## src/rtl/serial_adder_fsm.sv

```systemverilog
// serial_adder_fsm: bit-serial WIDTH-bit full adder with a start/busy/done handshake.
// One full-adder cell processes one bit pair per cycle, LSB first, using a registered carry.
// The result and carry-out are registered and held until the next done pulse.
// Optional feature: define SERIAL_ADDER_FSM_OVF_EN to add the signed-overflow output 'ovf'.
module serial_adder_fsm #(
    parameter int WIDTH = 8
) (
    input  logic             clk,
    input  logic             rst,
    input  logic             start,
    input  logic [WIDTH-1:0] a,
    input  logic [WIDTH-1:0] b,
    input  logic             cin,
    output logic             busy,
    output logic             done,
    output logic [WIDTH-1:0] sum,
    output logic             cout
`ifdef SERIAL_ADDER_FSM_OVF_EN
    ,
    output logic             ovf
`endif
);

    localparam int CNT_W = (WIDTH > 2) ? $clog2(WIDTH) : 1;

    typedef enum logic [1:0] {
        IDLE,
        RUN,
        DONE
    } state_t;

    state_t           state;
    state_t           state_next;

    logic [WIDTH-1:0] a_sh;
    logic [WIDTH-1:0] b_sh;
    logic [WIDTH-1:0] s_sh;
    logic             c;
    logic [CNT_W-1:0] count;

    logic             bit_s;
    logic             carry_next;
    logic             last;

    // Single full-adder cell operating on the current LSBs and the registered carry.
    assign bit_s      = a_sh[0] ^ b_sh[0] ^ c;
    assign carry_next = (a_sh[0] & b_sh[0]) | (c & (a_sh[0] ^ b_sh[0]));
    assign last       = (count == CNT_W'(WIDTH - 1));

    // State register with synchronous reset.
    always_ff @(posedge clk) begin
        // NOTE: registers take non-blocking assignments so every flop samples pre-edge values.
        if (rst) begin
            state <= IDLE;
        end else begin
            state <= state_next;
        end
    end

    // Next-state logic: IDLE -> RUN on start, RUN -> DONE after the last bit, DONE -> IDLE.
    always_comb begin
        // NOTE: default first so no path through the case leaves state_next unassigned (no latch).
        state_next = state;
        case (state)
            IDLE:    if (start) state_next = RUN;
            RUN:     if (last)  state_next = DONE;
            DONE:    state_next = IDLE;
            default: state_next = IDLE;
        endcase
    end

    // Handshake outputs decoded from state only.
    always_comb begin
        busy = (state != IDLE);
        done = (state == DONE);
    end

    // Datapath: operand capture, bit-serial shifting, and result load on the final RUN cycle.
    always_ff @(posedge clk) begin
        if (rst) begin
            a_sh  <= '0;
            b_sh  <= '0;
            s_sh  <= '0;
            c     <= 1'b0;
            count <= '0;
            sum   <= '0;
            cout  <= 1'b0;
`ifdef SERIAL_ADDER_FSM_OVF_EN
            ovf   <= 1'b0;
`endif
        end else begin
            case (state)
                IDLE: begin
                    if (start) begin
                        a_sh  <= a;
                        b_sh  <= b;
                        c     <= cin;
                        count <= '0;
                        s_sh  <= '0;
                    end
                end
                RUN: begin
                    a_sh  <= {1'b0, a_sh[WIDTH-1:1]};
                    b_sh  <= {1'b0, b_sh[WIDTH-1:1]};
                    s_sh  <= {bit_s, s_sh[WIDTH-1:1]};
                    c     <= carry_next;
                    count <= count + 1'b1;
                    // The visible result is replaced only as a whole, never bit by bit.
                    if (last) begin
                        sum  <= {bit_s, s_sh[WIDTH-1:1]};
                        cout <= carry_next;
`ifdef SERIAL_ADDER_FSM_OVF_EN
                        // Carry into the MSB is c on this cycle; carry out of the MSB is carry_next.
                        ovf  <= c ^ carry_next;
`endif
                    end
                end
                default: begin
                end
            endcase
        end
    end

endmodule

```

## config.mk

```make
export PLATFORM = sky130hd
export DESIGN_NAME = serial_adder_fsm
export DESIGN_NICKNAME = d
export VERILOG_FILES = /design/src/rtl/serial_adder_fsm.sv
export SDC_FILE = /design/constraint.sdc
export NUM_CORES = 1
export LEC_CHECK = 0
export ABC_AREA = 1
export CORE_AREA = 2 2 49 84
export DETAILED_ROUTE_END_ITERATION = 10
export DIE_AREA = 0 0 51 86
export GPL_TIMING_DRIVEN = 0
export PLACE_DENSITY = 0.72
export SETUP_SLACK_MARGIN = 0.3
export SLEW_MARGIN = 10
export SYNTH_ARGS = -nofsm -noshare
export SYNTH_HDL_FRONTEND = slang
export SYNTH_SLANG_ARGS = --single-unit
```

## constraint.sdc

```tcl
create_clock -name clk -period 2.5 [get_ports clk]
set_input_delay 0.625 -clock clk [delete_from_list [all_inputs] [get_ports clk]]
set_output_delay 0.625 -clock clk [all_outputs]
set_load 0.01 [all_outputs]
```

==> results.py <==
metrics = {
    "run_status": {
        "run_status": "finished clean",
    },
    "power_and_ir_drop": {
        "power_density_nw_per_um2": 621,
        "clkPwrFrac_pct": 37.7,
        "vdd_drop_max_mv": 0.589,
        "p_seq_share_pct": 50.3,
        "p_leak_nw": 0.930,
        "internal_power_uw": 980,
        "pwr-share-comb_pct": 12.0,
        "p_sw_uw": 305,
        "power_switching_share_pct": 23.7,
    },
    "min_path": {
        "whs_path_depth": 1,
        "hold_class": "reg -> reg",
        "hp-start": "count[0]",
        "min_to": "count[0]",
    },
    "logic_synthesis": {
        "ys_types": 18,
        "synth_edf_count": 0,
        "ys_ff_latch": 38,
        "synth_commonest_cells": "65 x nor2_1, 58 x nand2_1, 38 x dfxtp_1",
        "yosysTopAreaCell": "dfxtp_1",
        "ys.flop_type": "dfxtp_1",
        "ys.warnings.count": 0,
        "syn_area_um2": 1600,
        "syn_nets": 256,
        "yosysTopAreaCellShare_pct": 47.5,
        "async_flop_share_pct": 0,
        "synth_most_common_cell": "nor2_1",
        "synth.area.top_cells": "dfxtp_1 48%, nor2_1 15%, nand2_1 14%, o21ai_0 5.3%, a21oi_1 3.8%",
        "avgSynthCellArea_um2": 6.87,
        "syn-instance-count": 233,
        "ys_seq_area_share_pct": 47.5,
    },
    "global_routing": {
        "met3_usage_pct": 4.18,
        "antenna_found_initial": 0,
        "grt_usage_pct": 18.7,
        "busiest_layer": "met2",
        "grt_pass1_vias": 1463,
        "grtUsageMet2_pct": 33.5,
        "grt_max_degree": 12,
        "grt_use_met1_pct": 21.0,
        "grt_overflow": 0,
        "grt_pass1_wl_mm": 6.35,
    },
    "clocking": {
        "cts_made_buffers": 5,
        "clk_pin_slew_worst_paths_ns": 0.07,
        "root_buffer": "clkbuf_8",
        "cts_tree": "built",
        "cts_htree_levels": 2,
        "clk_latency_ns": 0.28,
        "cts_setup_buffers": 0,
        "clock_path_buffers": 2,
        "cts_num_sinks": 38,
        "ctsHoldBuffers": 0,
        "cts_resized": 0,
    },
    "floorplan": {
        "dieArea_um2": 4390,
        "io_pins": 31,
        "die_width_um": 51,
        "rows": 29,
        "start_util_pct": 43.7,
        "die_y_um": 86,
        "core_area_um2": 3660,
    },
    "sta": {
        "rsz0062_at_grt": "no",
        "skew_ns": 0.00601,
        "setup_violations": 0,
        "finalMaxSlewViolations": 0,
        "fin_crit_ns": 2.07,
        "hold_violations": 0,
        "setup_ws_ns": 0.426,
        "tns_ns": 0,
        "slew_headroom_pct": 69.0,
        "tightest_slew_ns": 0.464,
        "post-route-period-util_pct": 83.0,
        "fmax_ghz": 0.482,
    },
    "final_layout": {
        "final_layout_size_suffix_gt1_share_pct": 8.12,
        "antenna_cells": 0,
        "fin_util_pct": 56.5,
        "ff_latch_area_um2": 761,
        "area_growth_pct": 29.2,
        "nets": 293,
        "multi_input_area_um2": 731,
        "fill_cells": 372,
        "final_cells": 317,
    },
    "detailed_routing": {
        "routedWlPerCell_um": 11.2,
        "antenna_left": 0,
        "drt-vias-per-instance": 4.77,
        "drc": 0,
        "drtPass1Iterations": 4,
        "drt_wl_total_mm": 3.57,
        "drtIter0Drc": 28,
        "vias": 1511,
    },
    "placed_design": {
        "place.gp.congestion": 0.755,
        "pre_cts_ws_ns": 0.448,
        "dp_cells": 309,
        "dp_hpwl_mm": 2.54,
        "port_buffers": 30,
    },
    "setup_path": {
        "cp.arrival_ns": 1.45,
        "r2r_end": "sum[7]",
        "r2r_slack_ns": 0.95,
        "reg2reg_depth": 7,
        "path_max_fanout": 4,
        "critPathKind": "reg -> out",
        "required_ns": 1.88,
        "critPathCaptureType": "output pin",
        "r2r-start": "count[0]",
        "critPathLaunchType": "flip-flop",
    },
    "job": {
        "maxCapViolCount": 0,
    },
}
[layer usage]
layer	wire length (um)	part of all wire (%)
met3	137	3.8
met4	72	2.0
met5	0	0
met1	1570	44
met2	1790	50
[power by group through the flow]
stage	registers, mW	logic (mW)	clock network [mW]
finish	0.647	0.154	0.484
global route	0.650	0.178	0.530
CTS	0.647	0.156	0.499
detailed placement	0.660	0.155	0
global placement	0.660	0.154	0
floorplan	0.657	0.0962	0
[cell families after synthesis]
group	share of synthesized area, %
adder cells (fa/ha/maj)	2.81
flip-flops	47.5
AO/OA/AOI/OAI	11.8
buffers and inverters	6.87
AND/OR/NAND/NOR	31.0
[area by class of cell]
cell class / instances / area share, %
sequential: 38 / 36.8
multi-input combinational: 168 / 35.3
timing repair buffer: 30 / 14.5
clock buffer: 8 / 5.32
inverter: 17 / 3.08
tap: 46 / 2.78
buffer: 10 / 2.24
[worst max-delay path: stages, from the launching register on]
cell and delay, ns:
dfxtp_1 0.41, inv_2 0.10, nor2_1 0.12, clkdlybuf4s50_1 0.54
[cells in the final DEF, fill, tap and decap left out]
cell type         n
o21ai_1           7
clkbuf_8          8
nand2_1          58
nand2_4           1
fa_1              1
clkbuf_1          2
dfxtp_1          38
buf_1             1
a21oi_1          12
ha_1              2
clkdlybuf4s50_1  30
nor2_1           65
nand3_1           1
buf_2             7
inv_1            15
nor2_2            2
inv_2             2
o21ai_0          17
o21ai_2           1
nand2_2           1
[sequential cells by signal, indices dropped and copies added, names as in the netlist]
| register | flops |
|---|---|
| a_sh | 8 |
| cout | 1 |
| b_sh | 8 |
| sum | 8 |
| count | 3 |
| state | 2 |
| s_sh | 7 |
| c | 1 |
[how the worst max path moves through the flow]
stage / slack (ns) / from / endpoint / cells after the start
floorplan: 1.21 / start / a_sh[1] / 6
global placement: 0.46 / start / a_sh[0] / 7
detailed placement: 0.45 / rst / sum[6] / 5
CTS: 0.40 / state[1] / done / 3
global route: 0.34 / state[1] / done / 3
finish: 0.43 / state[1] / done / 3
[stage by stage]
step                total power, mW  area, um^2  hold slack, ns
finish                         1.28        2070           0.459
global route                   1.36        2070           0.499
CTS                            1.30        2070           0.462
detailed placement            0.815        1960           0.448
global placement              0.813        1960           0.445
floorplan                     0.753        1600           0.428
Power figures use the tool's default switching activity.
